## src/rtl/popcount_window_if.sv

```systemverilog
// popcount_window_if
// Handshake bundle for popcount_window.
//   Input side : in_valid/in_ready handshake carrying in_data (WIDTH bits),
//                in_last (close window early), mode (2-bit compare select)
//                and target (CW-bit compare operand).
//   Output side: out_valid/out_ready handshake carrying out_count (CW),
//                out_words (WW) and out_match.
// Modports:
//   master - the producer/consumer around the block (drives inputs, out_ready)
//   slave  - the popcount_window block itself
interface popcount_window_if #(
    parameter int WIDTH  = 7,
    parameter int WINDOW = 4
);
    localparam int CW = $clog2(WIDTH * WINDOW + 1);
    localparam int WW = $clog2(WINDOW + 1);

    logic             in_valid;
    logic             in_ready;
    logic [WIDTH-1:0] in_data;
    logic             in_last;
    logic [1:0]       mode;
    logic [CW-1:0]    target;

    logic             out_valid;
    logic             out_ready;
    logic [CW-1:0]    out_count;
    logic [WW-1:0]    out_words;
    logic             out_match;

    modport master (
        output in_valid, in_data, in_last, mode, target, out_ready,
        input  in_ready, out_valid, out_count, out_words, out_match
    );

    modport slave (
        input  in_valid, in_data, in_last, mode, target, out_ready,
        output in_ready, out_valid, out_count, out_words, out_match
    );
endinterface

```

## src/rtl/popcount_window.sv

```systemverilog
// popcount_window
// Streaming ones-counter. Sums the set bits of up to WINDOW input words
// (fewer if in_last closes the window early) and presents the total, the
// number of beats and a mode-selected compare flag as a registered result.
// Ports:
//   clk    - rising-edge clock
//   rst_n  - asynchronous active-low reset
//   bus    - popcount_window_if.slave (input and output handshakes)
// Compare modes: 00 count==target, 01 count>=target, 10 count<=target,
//                11 count is odd.
module popcount_window #(
    parameter int WIDTH  = 7,
    parameter int WINDOW = 4
) (
    input  logic                 clk,
    input  logic                 rst_n,
    popcount_window_if.slave     bus
);
    localparam int CW = $clog2(WIDTH * WINDOW + 1);
    localparam int WW = $clog2(WINDOW + 1);

    typedef enum logic {
        ACC,
        HOLD
    } state_t;

    typedef enum logic [1:0] {
        MODE_EQ  = 2'b00,
        MODE_GE  = 2'b01,
        MODE_LE  = 2'b10,
        MODE_ODD = 2'b11
    } mode_t;

    state_t        state;
    logic [CW-1:0] acc;
    logic [WW-1:0] wcnt;

    logic          res_valid;
    logic [CW-1:0] res_count;
    logic [WW-1:0] res_words;
    logic          res_match;

    logic [CW-1:0] pc;
    logic [CW-1:0] sum;
    logic [WW-1:0] wcnt_inc;
    logic          beat;
    logic          completing;
    logic          match_next;

    function automatic logic compare(input logic [CW-1:0] count,
                                     input logic [CW-1:0] tgt,
                                     input mode_t         md);
        logic r;
        r = 1'b0;
        case (md)
            MODE_EQ:  r = (count == tgt);
            MODE_GE:  r = (count >= tgt);
            MODE_LE:  r = (count <= tgt);
            MODE_ODD: r = count[0];
            default:  r = 1'b0;
        endcase
        return r;
    endfunction

    always_comb begin
        pc = '0;
        for (int unsigned i = 0; i < WIDTH; i++) begin
            pc = pc + CW'(bus.in_data[i]);
        end
    end

    // In HOLD the accepting side is only open while the result drains,
    // which is what gives back-to-back windows with no bubble.
    assign bus.in_ready = (state == ACC) || bus.out_ready;
    assign beat         = bus.in_valid && bus.in_ready;
    assign completing   = (wcnt == WW'(WINDOW - 1)) || bus.in_last;

    // acc cannot overflow: it holds at most WIDTH*(WINDOW-1) before the add.
    assign sum          = acc + pc;
    assign wcnt_inc     = wcnt + WW'(1);
    assign match_next   = compare(sum, bus.target, mode_t'(bus.mode));

    // acc/wcnt are always zero while in HOLD, so the same sum/wcnt_inc
    // datapath serves a beat accepted in either state: a completing beat
    // loads a new result (staying in HOLD), a non-completing beat seeds the
    // next window with acc=pc, wcnt=1.
    always_ff @(posedge clk or negedge rst_n) begin
        if (!rst_n) begin
            state     <= ACC;
            acc       <= '0;
            wcnt      <= '0;
            res_valid <= 1'b0;
            res_count <= '0;
            res_words <= '0;
            res_match <= 1'b0;
        end else if (beat && completing) begin
            res_count <= sum;
            res_words <= wcnt_inc;
            res_match <= match_next;
            res_valid <= 1'b1;
            acc       <= '0;
            wcnt      <= '0;
            state     <= HOLD;
        end else begin
            if (beat) begin
                acc  <= sum;
                wcnt <= wcnt_inc;
            end
            if (state == HOLD && bus.out_ready) begin
                res_valid <= 1'b0;
                state     <= ACC;
            end
        end
    end

    assign bus.out_valid = res_valid;
    assign bus.out_count = res_count;
    assign bus.out_words = res_words;
    assign bus.out_match = res_match;
endmodule

```

## src/flat_wrapper.sv

```systemverilog
// flat-port wrapper written by rule: the top's interface ports become plain ports
module popcount_window_flat 
#(
    parameter int WIDTH  = 7,
    parameter int WINDOW = 4
)
  (clk, rst_n, bus_in_valid, bus_in_data, bus_in_last, bus_mode, bus_target, bus_out_ready, bus_in_ready, bus_out_valid, bus_out_count, bus_out_words, bus_out_match);
  popcount_window_if #(.WIDTH(WIDTH), .WINDOW(WINDOW)) bus_i ();
  input  logic clk;
  input  logic rst_n;
  input wire logic [$bits(bus_i.in_valid)-1:0] bus_in_valid;
  input wire logic [$bits(bus_i.in_data)-1:0] bus_in_data;
  input wire logic [$bits(bus_i.in_last)-1:0] bus_in_last;
  input wire logic [$bits(bus_i.mode)-1:0] bus_mode;
  input wire logic [$bits(bus_i.target)-1:0] bus_target;
  input wire logic [$bits(bus_i.out_ready)-1:0] bus_out_ready;
  output wire logic [$bits(bus_i.in_ready)-1:0] bus_in_ready;
  output wire logic [$bits(bus_i.out_valid)-1:0] bus_out_valid;
  output wire logic [$bits(bus_i.out_count)-1:0] bus_out_count;
  output wire logic [$bits(bus_i.out_words)-1:0] bus_out_words;
  output wire logic [$bits(bus_i.out_match)-1:0] bus_out_match;
  assign bus_i.in_valid = bus_in_valid;
  assign bus_i.in_data = bus_in_data;
  assign bus_i.in_last = bus_in_last;
  assign bus_i.mode = bus_mode;
  assign bus_i.target = bus_target;
  assign bus_i.out_ready = bus_out_ready;
  assign bus_in_ready = bus_i.in_ready;
  assign bus_out_valid = bus_i.out_valid;
  assign bus_out_count = bus_i.out_count;
  assign bus_out_words = bus_i.out_words;
  assign bus_out_match = bus_i.out_match;
  popcount_window #(.WIDTH(WIDTH), .WINDOW(WINDOW)) u_core (.clk(clk), .rst_n(rst_n), .bus(bus_i));
endmodule
```

## config.mk

```make
export PLATFORM = sky130hd
export DESIGN_NAME = popcount_window_flat
export DESIGN_NICKNAME = d
export VERILOG_FILES = /design/src/rtl/popcount_window_if.sv /design/src/rtl/popcount_window.sv /design/src/flat_wrapper.sv
export SDC_FILE = /design/constraint.sdc
export NUM_CORES = 1
export LEC_CHECK = 0
export ABC_AREA = 0
export CORE_ASPECT_RATIO = 1.1
export CORE_MARGIN = 2
export CORE_UTILIZATION = 50
export CTS_BUF_LIST = sky130_fd_sc_hd__clkbuf_8
export CTS_CLUSTER_DIAMETER = 80
export DETAILED_ROUTE_END_ITERATION = 12
export MAX_ROUTING_LAYER = met4
export PLACE_DENSITY_LB_ADDON = 0.25
export SYNTH_ARGS = -nofsm -noshare
export SYNTH_HDL_FRONTEND = slang
export SYNTH_SLANG_ARGS = --single-unit
```

## constraint.sdc

```tcl
create_clock -name clk -period 4.2 [get_ports clk]
set_input_delay 1.26 -clock clk [delete_from_list [all_inputs] [get_ports clk]]
set_output_delay 1.26 -clock clk [all_outputs]
set_load 0.03 [all_outputs]
```

==> impl_results.md, run 1 <==
- Pre-CTS setup slack: -1.38 ns
- Fill cell count: 159
- Ys async rst share: 100%
- Initial DRT Pass Iterations: 4
- Critical path, cell by cell: buf_6 > ha_4 > inv_2 > fa_1 > fa_1 > fa_2 > fa_2 > nor2b_2 > o21ai_2 > a21boi_2 > nor2_1 > ha_1 > nand4_1 > a21oi_1 > or4_1 > a32o_1
- H-tree depth: 1
- Synth area leader: dfrtp_1
- Synth top cells by count: 20 x inv_1, 19 x nand2_1, 18 x dfrtp_1
- Cell variety after synth: 27
- Final Util: 77.1%
- Largest net degree at the start of global routing: 19
- PortBufs: 29
- Final Non-Filler Cells: 197
- Die area: 0.00270 sq mm
- Worst skew pair latency: 0.25 ns
- Startpoint Class: primary input
- Reg2Reg Depth: 13
- Post-synth EDFFs: 0
- Antenna cells: 0
- R2r startpoint: u_core.acc[0]
- Failing checks: negative setup slack
- WHS Endpoint: u_core.bus.out_words[2]
- Core Box Area: 0.00221 sq mm
- Die X: 49.8 um
- Max_cap viols: 0
- Share of layout cells above drive strength 1: 21.0%
- Via density: 5.48
- Mapped Cells: 120
- Dpl hpwl: 2180 um
- Bufs and invs on worst path: 2
- First-pass GRT wire length: 5060 um
- Vias in the first global route: 1173
- Initial Util: 52.2%
- Post-DRT Antenna Nets: 0
- Hold Crit Depth: 2
- Final min period: 4.86 ns
- Area growth syn-to-layout: 47.8%
- Clock Pin Slew Worst Setup and Hold Paths: 0.07 ns
- Sequential share of the synthesized area: 39.1%
- Syn_area_per_cell: 9.59 sq um
- Setup Skew: 0.00529 ns
- Max Root-Sink Buffers: 2
- Num CTS Buffers: 3
- Synth Net Count: 157
- Hold buffer count at cts: 0
- PD cells: 662 mW/mm^2
- Placer Congestion: 0.771
- Hold wc startpoint: u_core.bus.out_words[2]
- Worst setup margin: -0.664 ns
- Cell count after placement: 189
- Endpoints failing setup: 1
- Die height: 54.3 um
- CTS tree: done
- FF-to-FF setup slack: 0.76 ns
- WL/cell: 15.6 um
- DRC Markers: 0
- Most numerous cell in the Yosys netlist: inv_1
- FF/Latch Area: 450 sq um
- P_leak: 0.824 nW
- Max FO, Critical Path: 3
- Antenna violations before repair: 0
- Final hold vios: 0
- Transition time of the tightest slew-check pin: 0.800 ns
- Final clock period utilization by the worst path: 116%
- Number of synthesized register bits: 18
- Slowest stage delay, CP: 0.50 ns
- FMAX: 206 MHz
- Main flop type after synthesis: dfrtp_1
- Drt initial violations: 13
- Synth top area share: 39.1%
- Worst IR Drop VDD: 0.000477 V
- Cell row count: 18
- Crit Path Class: in -> reg
- Pins over their slew limit: 0
- Hold crit path type: reg -> reg
- Sink Count: 18
- Worst rel slew slack: 46.5%
- Tot Pwr: 1.13 mW
- Largest delay share family, worst path: adder cells
- Crit-path slowest cell: fa_1
- Post-layout nets: 205
- IO Count: 30
- GRT Residual Overflow: 0
- Via count: 1079
- CP required: 4.34 ns
- Setup repair after global routing missed its margin: yes
- Critical path endpoint category: flip-flop
- Root Buffer: clkbuf_8
- Tot GR Track Use: 26.7%
- Synth Cell Area: 0.00115 sq mm
- CP arrival: 5.01 ns
- YS warnings: 0
- Final WL: 3080 um
- Reg-to-Reg End: u_core.bus.out_match
- Outcome: finished, violations left
- Area of the multi-input gates: 662 sq um
- Main area contributors after synthesis: dfrtp_1 39%, ha_1 15%, fa_1 7.0%
==> metrics by stage <==
step	hold slack [ns]	setup TNS, ns	cell area (sq um)
2_1_floorplan	0.449	-0.741	1160
3_3_place_gp	0.461	-1.90	1570
3_5_place_dp	0.477	-2.90	1570
4_1_cts	0.493	-1.66	1750
5_1_grt	0.503	-0.736	1700
6_report	0.494	-0.664	1700
==> final cells by class <==
type                            instances  area share (%)
Multi-Input combinational cell         80            38.9
Sequential cell                        18            26.5
Timing Repair Buffer                   45            24.8
Inverter                               20            4.41
Clock buffer                            4            3.24
Tap cell                               30            2.21
==> repair_timing <==
item / 4_1_cts / 5_1_grt
gates resized for setup: 24 / 5
pin swaps: 12 / 6
setup buffers: 17 / 1
setup endpoints to repair: 5 / 3
cloned: 0 / 0
==> worst reg2reg max path, delay by kind of cell (launching register included) <==
| kind | cells | cell delay (ns) |
|---|---|---|
| adders and majority gates | 4 | 1.51 |
| and+or+nand+nor | 4 | 0.81 |
| AOI/OAI and AO/OA | 4 | 0.55 |
| DFF | 1 | 0.39 |
| buffers and inverters | 1 | 0.08 |
==> cells in the final DEF (no fill, tap or decap), types with 2 or more instances in the layout <==
cell type        netlist  routed
a21oi_2                2       2
buf_4                  0      13
buf_6                  0       5
clkbuf_8               0       4
clkdlybuf4s50_1        0      25
dfrtp_1               18      18
dlygate4sd2_1          0       2
fa_1                   4       2
fa_2                   0       2
ha_1                  14      13
inv_1                 20      18
inv_2                  0       2
mux2_1                 2       2
nand2_1               19      19
nand3_1                2       2
nor2_1                 3       3
nor3b_1                2       2
o21ai_0                4       3
o21ai_1                7       6
o21ai_2                0       2
o31ai_1                7       6
==> flip-flops by register name, summed over array words and instances (netlist names) <==
| register | cells |
|---|---|
| u_core.bus.out_match | 1 |
| u_core.bus.out_words | 3 |
| u_core.bus.out_count | 5 |
| u_core.state | 1 |
| u_core.wcnt | 3 |
| u_core.acc | 5 |
==> power by group <==
part           switching [mW]  total, mW  internal [mW]
sequential             0.0389      0.274          0.235
combinational           0.371      0.712          0.342
clock                  0.0578      0.141         0.0832
total                   0.467       1.13          0.660
==> worst max path at each step <==
stage / startpoint / end / depth (start not counted)
3_3_place_gp: bus_in_data[0] / u_core.bus.out_match / 16
5_1_grt: bus_in_data[1] / u_core.bus.out_match / 16
2_1_floorplan: bus_in_data[0] / u_core.bus.out_match / 15
6_report: bus_in_data[0] / u_core.bus.out_match / 16
3_5_place_dp: bus_in_data[1] / u_core.bus.out_match / 16
4_1_cts: bus_in_data[0] / u_core.bus.out_match / 16
==> logic make-up after synthesis <==
kind of cell / Yosys count / synth area share (%)
and+or+nand+nor: 33 / 13.9
AOI/OAI and AO/OA: 26 / 14.8
buffers and inverters: 22 / 7.28
adders and majority gates: 18 / 22.2
DFF: 18 / 39.1
muxes: 2 / 1.96
xor gates and xnor gates: 1 / 0.761
==> routing by layer <==
| layer | GRT usage [%] | share of wire (%) | vias up |
|---|---|---|---|
| met5 | - | 0 | - |
| met4 | 13.9 | 3.3 | 0 |
| met3 | 4.92 | 5.4 | 12 |
| met2 | 52.7 | 56 | 49 |
| met1 | 25.2 | 36 | 522 |
| li1 | - | - | 496 |
Power figures use the tool's default switching activity.
==> run 2: changes to the inputs <==
--- a/config.mk
+++ b/config.mk
@@ -8,12 +8,13 @@
 export ABC_AREA = 0
 export CORE_ASPECT_RATIO = 1.1
 export CORE_MARGIN = 2
-export CORE_UTILIZATION = 50
+export CORE_UTILIZATION = 40
 export CTS_BUF_LIST = sky130_fd_sc_hd__clkbuf_8
 export CTS_CLUSTER_DIAMETER = 80
 export DETAILED_ROUTE_END_ITERATION = 12
 export MAX_ROUTING_LAYER = met4
 export PLACE_DENSITY_LB_ADDON = 0.25
+export SETUP_SLACK_MARGIN = 0.2
 export SYNTH_ARGS = -nofsm -noshare
 export SYNTH_HDL_FRONTEND = slang
 export SYNTH_SLANG_ARGS = --single-unit
==> run 2 against run 1 <==
Largest power group unchanged. Worst setup slack better by 0.12 ns. Core utilization down 12 points. First-iteration DRC count down 23%. Largest cell class unchanged. The flow still finishes with violations (negative setup slack). Sequential power about the same. Critical path type unchanged.
==> impl_results.md, run 2 (synthesis gave the netlist of run 1 again) <==
- Startpoint Class: primary input (unchanged)
- Max FO, Critical Path: 3 (unchanged)
- Fill cell count: 240 (was 159)
- Vias in the first global route: 1065 (was 1173)
- Max_cap viols: 0 (unchanged)
- CTS tree: done (unchanged)
- PortBufs: 29 (unchanged)
- Share of layout cells above drive strength 1: 24.6% (was 21.0%)
- Endpoints failing setup: 3 (was 1)
- IO Count: 30 (unchanged)
- Pre-CTS setup slack: -1.30 ns (was -1.38 ns)
- Final min period: 4.75 ns (was 4.86 ns)
- Die area: 0.00332 sq mm (was 0.00270 sq mm)
- Root Buffer: clkbuf_8 (unchanged)
- CP arrival: 4.88 ns (was 5.01 ns)
- Met2 Routed Length: 1470 um (was 1710 um)
- Setup repair after global routing missed its margin: yes (unchanged)
- Crit Path Class: in -> reg (unchanged)
- Fin area: 0.00179 sq mm (was 0.00170 sq mm)
- Final clock period utilization by the worst path: 113% (was 116%)
- Area growth syn-to-layout: 55.7% (was 47.8%)
- Antenna violations before repair: 0 (unchanged)
- Setup Skew: 0.000636 ns (was 0.00529 ns)
- Net Switching: 458 uW (was 467 uW)
- H-tree depth: 1 (unchanged)
- Tot GR Track Use: 19.7% (was 26.7%)
- Post-layout nets: 213 (was 205)
- Crit-path slowest cell: fa_1 (unchanged)
- Via density: 4.89 (was 5.48)
- Met3 WL: 77 um (was 167 um)
- Met1 WL: 1170 um (was 1100 um)
- Sequential Power Share: 24.0% (was 24.3%)
- Initial DRT Pass Iterations: 4 (unchanged)
- Worst rel slew slack: 47.8% (was 46.5%)
- Die height: 60.3 um (was 54.3 um)
- GRT Residual Overflow: 0 (unchanged)
- Hold buffer count at cts: 0 (unchanged)
- Commonest cells after routing, fill and taps aside: 25 x clkdlybuf4s50_1, 19 x nand2_1, 18 x inv_1, 18 x dfrtp_1, 15 x buf_4 (was 25 x clkdlybuf4s50_1, 19 x nand2_1, 18 x inv_1, 18 x dfrtp_1)
- Critical path endpoint category: flip-flop (unchanged)
- Final WL: 2750 um (was 3080 um)
- Reg2Reg Depth: 13 (unchanged)
- Clk pwr share: 12.0% (was 12.5%)
- Hold crit path type: reg -> reg (unchanged)
- Cell row count: 20 (was 18)
- Max Root-Sink Buffers: 2 (unchanged)
- Hold Crit Depth: 2 (unchanged)
- Drt initial violations: 10 (was 13)
- Failing checks: negative setup slack (unchanged)
- First-pass GRT wire length: 4540 um (was 5060 um)
- FF/Latch Area: 450 sq um (unchanged)
- Top Metal Used: met4 (unchanged)
- Net Sw Frac: 40.1% (was 41.5%)
- Core Box Area: 0.00275 sq mm (was 0.00221 sq mm)
- DRC Markers: 0 (unchanged)
- Outcome: finished, violations left (unchanged)
- Clock Pin Slew Worst Setup and Hold Paths: 0.06 ns (was 0.07 ns)
- Via count: 1018 (was 1079)
- Worst IR Drop VDD: 0.000452 V (was 0.000477 V)
- Sink Count: 18 (unchanged)
- PD cells: 637 mW/mm^2 (was 662 mW/mm^2)
- CP required: 4.34 ns (about the same)
- Transition time of the tightest slew-check pin: 0.780 ns (was 0.800 ns)
- Post-DRT Antenna Nets: 0 (unchanged)
- Die X: 55.2 um (was 49.8 um)
- Placer Congestion: 0.769 (was 0.771)
- Largest net degree at the start of global routing: 19 (unchanged)
- Worst setup margin: -0.546 ns (was -0.664 ns)
- Pins over their slew limit: 0 (unchanged)
- Area of the multi-input gates: 666 sq um (was 662 sq um)
- Gate power share: 64.0% (was 63.2%)
- Initial Util: 41.8% (was 52.2%)
- Critical path, cell by cell: buf_6 > ha_4 > inv_2 > fa_1 > fa_1 > fa_2 > fa_2 > nor2b_2 > o21ai_2 > a21boi_2 > nor2_1 > ha_1 > nand4_1 > a21oi_1 > or4_1 > a32o_1 (unchanged)
- Dpl hpwl: 2020 um (was 2180 um)
- Pint: 684 uW (was 660 uW)
- WL/cell: 13.2 um (was 15.6 um)
- FMAX: 211 MHz (was 206 MHz)
- Antenna cells: 0 (unchanged)
- Commonest non-fill, non-tap cell in the layout: clkdlybuf4s50_1 (unchanged)
- P_leak: 0.877 nW (was 0.824 nW)
- Worst skew pair latency: 0.25 ns (about the same)
- Slowest stage delay, CP: 0.48 ns (was 0.50 ns)
- Num CTS Buffers: 3 (unchanged)
- Placed Area: 0.00157 sq mm (about the same)
- Final hold vios: 0 (unchanged)
-- run 2: repair_timing --
item,CTS,global route
pin swaps,14,8
endpoints found under the setup margin,5,5
buffers inserted,11,1
gates resized for setup,24,5
cloned,0,0
-- run 2: final cells by class --
cell class	instances	area share (%)
Multi-Input combinational cell	80	37.2
Sequential cell	18	25.1
Clock buffer	4	3.07
Timing Repair Buffer	53	28.1
Tap cell	33	2.30
Inverter	20	4.19
-- run 2: critical path: cells and delay by family --
kind                       cells  cell delay (ns)
adders and majority gates      6             2.21
and+or+nand+nor                4             0.78
AOI/OAI and AO/OA              4             0.51
buffers and inverters          2             0.12
-- run 2: final timing paths --
kind / start / to / slack, ns
setup / recovery: bus_in_data[0] / u_core.bus.out_match / -0.55
max in group asynchronous: rst_n / u_core.wcnt[2] / 2.25
hold reg to reg: u_core.wcnt[2] / u_core.wcnt[2] / 0.49
min in group asynchronous: rst_n / u_core.bus.out_words[0] / 1.47
hold / removal: u_core.wcnt[2] / u_core.wcnt[2] / 0.49
setup reg to reg: u_core.acc[0] / u_core.bus.out_match / 0.86
-- run 2: routing by layer --
metal	global-route usage, %	vias to the layer above
met2	34.2	17
met5	-	-
met3	1.50	2
li1	-	514
met1	23.0	485
met4	8.36	0
-- run 2: power groups by stage --
stage	clock network [mW]	registers (mW)	logic [mW]
3_5_place_dp	0	0.275	0.679
3_3_place_gp	0	0.271	0.666
4_1_cts	0.141	0.273	0.717
2_1_floorplan	0	0.343	0.310
6_report	0.137	0.274	0.731
5_1_grt	0.153	0.281	0.809
-- run 2: through the flow --
stage / hold slack (ns) / setup TNS, ns / util (%) / total power [mW] / instances
4_1_cts: 0.491 / -1.21 / 64.1 / 1.13 / 207
2_1_floorplan: 0.449 / -0.741 / - / 0.653 / 120
5_1_grt: 0.516 / -1.31 / 65.1 / 1.24 / 208
6_report: 0.489 / -1.05 / 65.1 / 1.14 / 208
3_3_place_gp: 0.466 / -2.14 / 57.0 / 0.937 / 192
3_5_place_dp: 0.472 / -2.46 / 57.0 / 0.954 / 192
==> run 3: changes to the inputs <==
==> constraint.sdc (replaced) <==
create_clock -name clk -period 4.2 [get_ports clk]
set_input_delay 1.26 -clock clk [delete_from_list [all_inputs] [get_ports clk]]
set_output_delay 1.26 -clock clk [all_outputs]
set_load 0.005 [all_outputs]
==> results of run 3 <==
The final DEF is identical to that of run 2. Status: finished, violations left: negative setup slack.
Main changes from that run: total power 1.14 mW -> 1.07 mW; worst IR drop on VDD 0.000452 V -> 0.000404 V
